$ cat src/rtl/lcd_square_if.sv
// Bus between the frame-timing side and the moving-square controller.
// The controller sits on the slave modport; the stimulus/host side is the master.
interface lcd_square_if;
  logic       vga_vs;
  logic       enable;
  logic [3:0] step;
  logic [3:0] frame_div;
  logic [9:0] sq_x;
  logic [8:0] sq_y;
  logic       dir_x;
  logic       dir_y;
  logic       frame_upd;
  logic       busy;

  modport master (
    output vga_vs, enable, step, frame_div,
    input  sq_x, sq_y, dir_x, dir_y, frame_upd, busy
  );

  modport slave (
    input  vga_vs, enable, step, frame_div,
    output sq_x, sq_y, dir_x, dir_y, frame_upd, busy
  );
endinterface

$ cat src/rtl/lcd_square_ctrl.sv
// Moves a square around the visible LCD area once every frame_div+1 frames.
// Define SQ_CTRL_WRAP_EN to make the square wrap at the edges instead of bouncing.
module lcd_square_ctrl #(
  parameter int SCREEN_X = 480,
  parameter int SCREEN_Y = 272,
  parameter int SQUARE_X = 150,
  parameter int SQUARE_Y = 150
) (
  input  logic        clk,
  input  logic        rst_n,
  lcd_square_if.slave bus
);

  localparam logic [10:0] LIM_X = 11'(SCREEN_X - SQUARE_X);
  localparam logic [10:0] LIM_Y = 11'(SCREEN_Y - SQUARE_Y);
  localparam logic [9:0]  RST_X = 10'((SCREEN_X - SQUARE_X) / 2);
  localparam logic [8:0]  RST_Y = 9'((SCREEN_Y - SQUARE_Y) / 2);

  typedef enum logic [2:0] {IDLE, WAIT_VS, CALC_X, CALC_Y, COMMIT} state_t;

  // Returns {new_dir, new_pos}; 11-bit math keeps pos+step clear of overflow.
  function automatic logic [11:0] move_axis(input logic [10:0] pos, input logic [3:0] stp,
                                            input logic dir, input logic [10:0] lim);
    logic [10:0] s;
    logic [10:0] np;
    logic        nd;
    s  = {7'd0, stp};
    np = pos;
    nd = dir;
`ifdef SQ_CTRL_WRAP_EN
    if (dir) begin
      if (pos + s > lim) np = pos + s - lim - 11'd1;
      else               np = pos + s;
    end else begin
      if (pos < s) np = pos + lim + 11'd1 - s;
      else         np = pos - s;
    end
`else
    if (s != 11'd0) begin
      if (dir) begin
        if (pos + s >= lim) begin
          np = lim;
          nd = 1'b0;
        end else begin
          np = pos + s;
        end
      end else begin
        if (pos <= s) begin
          np = 11'd0;
          nd = 1'b1;
        end else begin
          np = pos - s;
        end
      end
    end
`endif
    return {nd, np};
  endfunction

  state_t      state;
  logic        vs_p0, vs_p1, vs_p2;
  logic [3:0]  frame_cnt;
  logic [9:0]  sq_x;
  logic [8:0]  sq_y;
  logic        dir_x, dir_y;
  logic        frame_upd, busy;
  logic [3:0]  step_p0;
  logic [10:0] pos_x_p1, pos_y_p2;
  logic        dir_x_p1, dir_y_p2;
  logic        frame_start;
  logic        go_calc;

  assign frame_start = vs_p2 & ~vs_p1;
  assign go_calc     = (state == WAIT_VS) && bus.enable && frame_start &&
                       (frame_cnt == bus.frame_div);

  // Control: synchronizer, FSM, frame counter and committed outputs
  always_ff @(posedge clk or negedge rst_n) begin
    if (!rst_n) begin
      vs_p0     <= 1'b1;
      vs_p1     <= 1'b1;
      vs_p2     <= 1'b1;
      state     <= IDLE;
      frame_cnt <= 4'd0;
      sq_x      <= RST_X;
      sq_y      <= RST_Y;
      dir_x     <= 1'b1;
      dir_y     <= 1'b1;
      frame_upd <= 1'b0;
      busy      <= 1'b0;
    end else begin
      vs_p0     <= bus.vga_vs;
      vs_p1     <= vs_p0;
      vs_p2     <= vs_p1;
      frame_upd <= 1'b0;
      case (state)
        IDLE: begin
          frame_cnt <= 4'd0;
          if (bus.enable) state <= WAIT_VS;
        end
        WAIT_VS: begin
          if (!bus.enable) begin
            state <= IDLE;
          end else if (go_calc) begin
            frame_cnt <= 4'd0;
            state     <= CALC_X;
            busy      <= 1'b1;
          end else if (frame_start) begin
            frame_cnt <= frame_cnt + 4'd1;
          end
        end
        CALC_X: state <= CALC_Y;
        CALC_Y: state <= COMMIT;
        COMMIT: begin
          sq_x      <= 10'(pos_x_p1);
          sq_y      <= 9'(pos_y_p2);
          dir_x     <= dir_x_p1;
          dir_y     <= dir_y_p2;
          frame_upd <= 1'b1;
          busy      <= 1'b0;
          state     <= bus.enable ? WAIT_VS : IDLE;
        end
        default: state <= IDLE;
      endcase
    end
  end

  // Datapath: p0 step capture, p1 X shadow, p2 Y shadow
  always_ff @(posedge clk) begin
    if (go_calc) step_p0 <= bus.step;
    if (state == CALC_X)
      {dir_x_p1, pos_x_p1} <= move_axis({1'b0, sq_x}, step_p0, dir_x, LIM_X);
    if (state == CALC_Y)
      {dir_y_p2, pos_y_p2} <= move_axis({2'b00, sq_y}, step_p0, dir_y, LIM_Y);
  end

  assign bus.sq_x      = sq_x;
  assign bus.sq_y      = sq_y;
  assign bus.dir_x     = dir_x;
  assign bus.dir_y     = dir_y;
  assign bus.frame_upd = frame_upd;
  assign bus.busy      = busy;

endmodule

$ cat src/flat_wrapper.sv
// flat-port wrapper written by rule: the top's interface ports become plain ports
module lcd_square_ctrl_flat 
#(
  parameter int SCREEN_X = 480,
  parameter int SCREEN_Y = 272,
  parameter int SQUARE_X = 150,
  parameter int SQUARE_Y = 150
)
  (clk, rst_n, bus_vga_vs, bus_enable, bus_step, bus_frame_div, bus_sq_x, bus_sq_y, bus_dir_x, bus_dir_y, bus_frame_upd, bus_busy);
  lcd_square_if bus_i ();
  input  logic clk;
  input  logic rst_n;
  input wire logic [$bits(bus_i.vga_vs)-1:0] bus_vga_vs;
  input wire logic [$bits(bus_i.enable)-1:0] bus_enable;
  input wire logic [$bits(bus_i.step)-1:0] bus_step;
  input wire logic [$bits(bus_i.frame_div)-1:0] bus_frame_div;
  output wire logic [$bits(bus_i.sq_x)-1:0] bus_sq_x;
  output wire logic [$bits(bus_i.sq_y)-1:0] bus_sq_y;
  output wire logic [$bits(bus_i.dir_x)-1:0] bus_dir_x;
  output wire logic [$bits(bus_i.dir_y)-1:0] bus_dir_y;
  output wire logic [$bits(bus_i.frame_upd)-1:0] bus_frame_upd;
  output wire logic [$bits(bus_i.busy)-1:0] bus_busy;
  assign bus_i.vga_vs = bus_vga_vs;
  assign bus_i.enable = bus_enable;
  assign bus_i.step = bus_step;
  assign bus_i.frame_div = bus_frame_div;
  assign bus_sq_x = bus_i.sq_x;
  assign bus_sq_y = bus_i.sq_y;
  assign bus_dir_x = bus_i.dir_x;
  assign bus_dir_y = bus_i.dir_y;
  assign bus_frame_upd = bus_i.frame_upd;
  assign bus_busy = bus_i.busy;
  lcd_square_ctrl #(.SCREEN_X(SCREEN_X), .SCREEN_Y(SCREEN_Y), .SQUARE_X(SQUARE_X), .SQUARE_Y(SQUARE_Y)) u_core (.clk(clk), .rst_n(rst_n), .bus(bus_i));
endmodule
$ cat config.mk
export PLATFORM = sky130hd
export DESIGN_NAME = lcd_square_ctrl_flat
export DESIGN_NICKNAME = d
export VERILOG_FILES = /design/src/rtl/lcd_square_if.sv /design/src/rtl/lcd_square_ctrl.sv /design/src/flat_wrapper.sv
export SDC_FILE = /design/constraint.sdc
export NUM_CORES = 1
export LEC_CHECK = 0
export BUFFER_PORTS_ARGS = -buffer_cell sky130_fd_sc_hd__buf_2
export CORE_MARGIN = 8
export CORE_UTILIZATION = 60
export CTS_CLUSTER_SIZE = 25
export DETAILED_ROUTE_END_ITERATION = 8
export PLACE_DENSITY_LB_ADDON = 0.12
export SLEW_MARGIN = 20
export SYNTH_ARGS = -nofsm -noshare
export SYNTH_HDL_FRONTEND = slang
export SYNTH_SLANG_ARGS = --single-unit
$ cat constraint.sdc
create_clock -name clk -period 3.4 [get_ports clk]
set_input_delay 0 -clock clk [delete_from_list [all_inputs] [get_ports clk]]
set_output_delay 0 -clock clk [all_outputs]
set_load 0.02 [all_outputs]
-- Word level (Yosys, flattened, before mapping)
Index checks and enable logic that the tools add are counted.
- logic and storage cells: 76
- input port bits: 12
- latch bits: 0
- memory bits (writable): 0
- memory bits (read-only): 0
- register bits: 58
- memories: 0
- mux-type cells: 29
- reductions and logical operators: 10
- bitwise operators: 2
- $mul: 0
- div/mod/pow operators: 0
- add/subtract/negate cells: 5
- magnitude comparators: 4
- shift-type cells: 0
- equal/unequal tests: 10
- operators by type and width (operator ; number):
    $mux 10 ; 4
    $mux 9 ; 4
    $pmux 3 s5 ; 1
    $mux 1 ; 12
    $mux 4 ; 3
    $add 10x4->11 ; 1
    $ge 11x9->1 const B ; 1
    $add 9x4->10 ; 1
    $ge 10x7->1 const B ; 1
    $le 10x4->1 ; 1
    $sub 10x4->10 ; 1
    $le 9x4->1 ; 1
    $mux 3 ; 3
    $sub 9x4->9 ; 1
    $pmux 4 s2 ; 1
    $eq 3x2->1 const B ; 2
    $reduce_and 3->1 ; 2
    $add 4x1->4 const B ; 1
    $eq 4x4->1 ; 1
    $ne 2x2->1 const B ; 2
    $reduce_bool 2->1 ; 2
    $reduce_bool 4->1 ; 1
    $eq 3x1->1 const B ; 1
    $eq 3x3->1 const B ; 1
    other kinds (9) ; 11

-- Depth between registers and ports, before layout
- word-level depth: 7
- depth in mapped cells: 11
- gate-level depth less buffers: 10

-- Worst setup path before layout
No wires, ideal clock.
- path kind: reg2reg
- from: register u_core.sq_x[0] (netlist: u_core.bus.sq_x[0])
- to: register u_core.pos_x_p1[1], data pin
- path slack: 585 ps
- stages on the path, launching flop included: 10
- arrival: 2554 ps
- clock period less this slack: 2815 ps
- path buffers: 0
- cell sequence: dfstp_2 > ha_1 > inv_1 > fa_1 > nor2_1 > o2111ai_2 > xnor2_1 > and2_4 > a211o_4 > a221o_1
- word-level cells in the longest chain between the ends: 5
- RTL lines (what ; RTL line ; RTL):
    start, declared ; lcd_square_ctrl.sv:63 ; logic [9:0] sq_x;
    start signal, assigned ; lcd_square_ctrl.sv:115 ; sq_x <= 10'(pos_x_p1);
    $add 10x4->11 ; lcd_square_ctrl.sv:41 ; if (pos + s >= lim) begin
    $ge 11x9->1 ; lcd_square_ctrl.sv:41 ;
    $mux 10 ; lcd_square_ctrl.sv:41 ;
    $mux 10 (*) ; lcd_square_ctrl.sv:40 ; if (dir) begin
    $mux 10 (*) ; lcd_square_ctrl.sv:39 ; if (s != 11'd0) begin
    end signal, assigned ; lcd_square_ctrl.sv:132 ; {dir_x_p1, pos_x_p1} <= move_axis({1'b0, sq_x}, step_p0, dir_x, LIM_X);
    end, declared ; lcd_square_ctrl.sv:68 ; logic [10:0] pos_x_p1, pos_y_p2;
Every way passes the cells marked *; elsewhere a longest branch is shown, timed or not.
A chain may end at the register's enable or synchronous reset.

-- Final worst setup path
- from: register u_core.step_p0[0]
- to: register u_core.pos_x_p1[3], data pin
- word-level cells in the longest chain between the ends: 5
- RTL lines (what ; RTL line ; RTL):
    start, declared ; lcd_square_ctrl.sv:67 ; logic [3:0] step_p0;
    start signal, assigned ; lcd_square_ctrl.sv:130 ; if (go_calc) step_p0 <= bus.step;
    $add 10x4->11 ; lcd_square_ctrl.sv:41 ;
    $ge 11x9->1 ; lcd_square_ctrl.sv:41 ;
    $mux 10 ; lcd_square_ctrl.sv:41 ;
    $mux 10 ; lcd_square_ctrl.sv:40 ;
    $mux 10 (*) ; lcd_square_ctrl.sv:39 ;
Marked as above.

==> flow_metrics.tcl <==
set metrics [dict create \
    p_comb_frac 0.284 \
    powerDensity_mw_per_mm2 468 \
    power_leakage_nw 1.77 \
    antenna_found_initial 0 \
    slew_viol_final 0 \
    clkPwrFrac 0.288 \
    fp.coreArea_mm2 0.00635 \
    fillers 500 \
    hold_path.class "in -> reg" \
    critPathMaxFanout 6 \
    relSlewSlack 0.470 \
    diodes 0 \
    syn_area_per_cell_um2 9.94 \
    worstSetupStartpointType "flip-flop" \
    ys_warn_count 0 \
    drive_above_1_share 0.227 \
    multi_input_area_mm2 0.00217 \
    routedWlPerCell_um 18.2 \
    routed_wl_um 9380 \
    finalSetupViolations 0 \
    cap_viol_max_count 0 \
    switching_share 0.323 \
    grt_pass1_wl_um 15700 \
    drcViolationCount 0 \
    netSwitchingPower_mw 0.663 \
    synth_nets 428 \
    overflow 0 \
    crit_arrival_ns 3.06 \
    max_freq_mhz 336 \
    grt_max_degree 34 \
    htreeDepth 3 \
    clock-sinks 58 \
    synth_edf_count 25 \
    synth_top_cell_by_area "edfxtp_1" \
    final_util 0.691 \
    vias_per_cell 6.36 \
    async_flop_share 0.569 \
    cp.required_ns 3.49 \
    dp_hpwl_um 6690 \
    vias 3268 \
    seq_power_share 0.428 \
    dieArea_mm2 0.00939 \
    syn_inst 395 \
    die_h_um 96.9 \
    synthTopCellsByArea "edfxtp_1, dfrtp_1, dfstp_2" \
    place_congestion 0.930 \
    cts_max_path_buffers 2 \
    antenna_left 0 \
    synth_top_area_share 0.191 \
    row_count 29 \
    rsz0062_at_grt "false" \
    synth_area_mm2 0.00393 \
    cts_buffers 9 \
    io_buffers 34 \
    die_w_um 96.9 \
    worstSkewPairLatency_ns 0.34 \
    period_share 0.874 \
    drt_iter0_markers 249 \
    regArea_mm2 0.00159 \
    hold_violations 0 \
    num_io_pins 35 \
    synth-seq-area-share 0.406 \
    period_needed_ns 2.97 \
    nets 465 \
    grt_usage 0.202 \
    synth_seq_cells 58 \
    ir_drop_mv 0.347 \
    cts_root_buf "clkbuf_8" \
    criticalPathCategory "reg -> reg" \
    initial_core_util 0.619 \
    first_pass_iters 5 \
    status "finished clean" \
    yosysUniqueCellTypes 80 \
    syn_to_final_growth_pct 11.8 \
    worst_clock_skew_ns 0.0123 \
    clk_pin_slew_ns 0.06 \
    crit_path_end_kind "flip-flop" \
    grt_pass1_vias 3175 \
    ys.flop_type "edfxtp_1" \
    post_cts_buffers 0 \
    cts_tree "built" \
    p_int_mw 1.39 \
    tns_ns 0 \
    timing_worst_slew_pin_value_ns 0.795 \
]
-- repair_timing --
action                    CTS  global route
hold endpoints to repair   25             0
resized for setup           0             0
hold buffers                7             0
-- cells in the final DEF, fill, tap and decap left out, drive strengths merged, types with 3 or more instances in the layout --
cell type	synthesis	routed
buf	10	40
nand2	33	33
o21ai	33	33
edfxtp	25	25
nor2	24	24
inv	19	19
dfrtp	19	19
nor3	18	18
ha	17	17
xnor2	16	16
mux2	14	14
dfstp	14	14
a21oi	14	14
clkbuf	11	11
nor2b	9	9
dlygate4sd3	0	7
and2	7	7
o211ai	6	6
or3	5	5
nand3	5	5
o221ai	5	5
and3	4	4
nand3b	4	4
o21a	4	4
mux2i	4	4
nand2b	4	4
xor2	4	4
fa	4	4
clkinv	0	4
nor3b	4	4
nand4	3	3
a221o	3	3
a31oi	3	3
nor4	3	3
or4	3	3
a211o	3	3
o31ai	3	3
or2	3	3
o311ai	3	3
-- synthesized netlist by cell type, drive strengths merged (2+ instances only) --
cell / number
nand2: 33
o21ai: 33
edfxtp: 25
nor2: 24
dfrtp: 19
inv: 19
nor3: 18
ha: 17
xnor2: 16
a21oi: 14
dfstp: 14
mux2: 14
clkbuf: 11
buf: 10
nor2b: 9
and2: 7
o211ai: 6
nand3: 5
o221ai: 5
or3: 5
and3: 4
fa: 4
mux2i: 4
nand2b: 4
nand3b: 4
nor3b: 4
o21a: 4
xor2: 4
a211o: 3
a221o: 3
a31oi: 3
nand4: 3
nor4: 3
o311ai: 3
o31ai: 3
or2: 3
or4: 3
a211oi: 2
a21boi: 2
a221oi: 2
a31o: 2
o2111ai: 2
o2bb2ai: 2
o31a: 2
-- path summary, 6_finish.rpt --
| kind | startpoint | to | slack, ns | cells after the start |
|---|---|---|---|---|
| setup / recovery | u_core.step_p0[0] | u_core.pos_x_p1[3] | 0.43 | 9 |
| hold / removal | bus_frame_div[2] | u_core.bus.busy | 0.23 | 7 |
| setup reg to reg | u_core.step_p0[0] | u_core.pos_x_p1[3] | 0.43 | 9 |
| hold reg to reg | u_core.vs_p1 | u_core.vs_p2 | 0.37 | 0 |
| max in group asynchronous | rst_n | u_core.bus.sq_x[1] | 2.61 | 2 |
| min in group asynchronous | rst_n | u_core.bus.sq_y[6] | 0.28 | 2 |
-- power by group through the flow --
stage	Combinational [mW]	Clock [mW]	Sequential [mW]
floorplan	0.439	0	0.889
global route	0.651	0.632	0.887
detailed placement	0.570	0	0.891
finish	0.584	0.592	0.880
CTS	0.579	0.604	0.879
global placement	0.559	0	0.888
-- cell families (layout without fill, tap and decap cells) --
kind of cell	after synthesis	in the layout	share of synthesized area
DFF	58	58	0.406
muxes	18	18	0.0503
buffers and inverters	40	82	0.0449
xor gates and xnor gates	20	20	0.0446
adders and majority gates	21	21	0.0745
and+or+nand+nor	135	135	0.187
AOI/OAI and AO/OA	103	103	0.193
-- final cells by class --
class | count | share of cell area
Tap cell | 77 | 0.0219
Timing Repair Buffer | 47 | 0.0650
Multi-Input combinational cell | 297 | 0.493
Sequential cell | 58 | 0.363
Clock buffer | 11 | 0.0299
Clock inverter | 5 | 0.0105
Inverter | 19 | 0.0162
-- flip-flops by register name, indices dropped and copies added, names as in the netlist, 3 cells and up --
register and flops:
u_core.bus.sq_y 9, u_core.state 3, u_core.step_p0 4, u_core.pos_x_p1 10
u_core.frame_cnt 4, u_core.pos_y_p2 9, u_core.bus.sq_x 10
-- metal layers --
metal  up-vias  GRT usage  wire length (µm)
met2       145      0.318              4340
met5         -          0                 0
met4         0     0.0805               139
li1       1534          -                 -
met3        16     0.0427               719
met1      1573      0.264              4180
-- critical path, stage by stage (launching register included) --
cell and delay (ns):
edfxtp_1 0.49, ha_1 0.23, inv_1 0.06, fa_1 0.40
nor2_1 0.27, o2111ai_2 0.20, xnor2_1 0.23, and2_4 0.18
a211o_4 0.37, a221o_1 0.30
-- stage by stage --
step,setup slack (ns),hold slack (ns),instance area (µm²),std cells,total power [mW]
floorplan,0.585,-0.296,3930,395,1.33
global route,0.190,0.270,4390,514,2.17
detailed placement,0.470,0.108,4140,491,1.46
global placement,0.549,0.107,4140,491,1.45
finish,0.427,0.228,4390,514,2.06
CTS,0.455,0.214,4390,514,2.06
No activity file was read; power rests on OpenSTA's default activity.
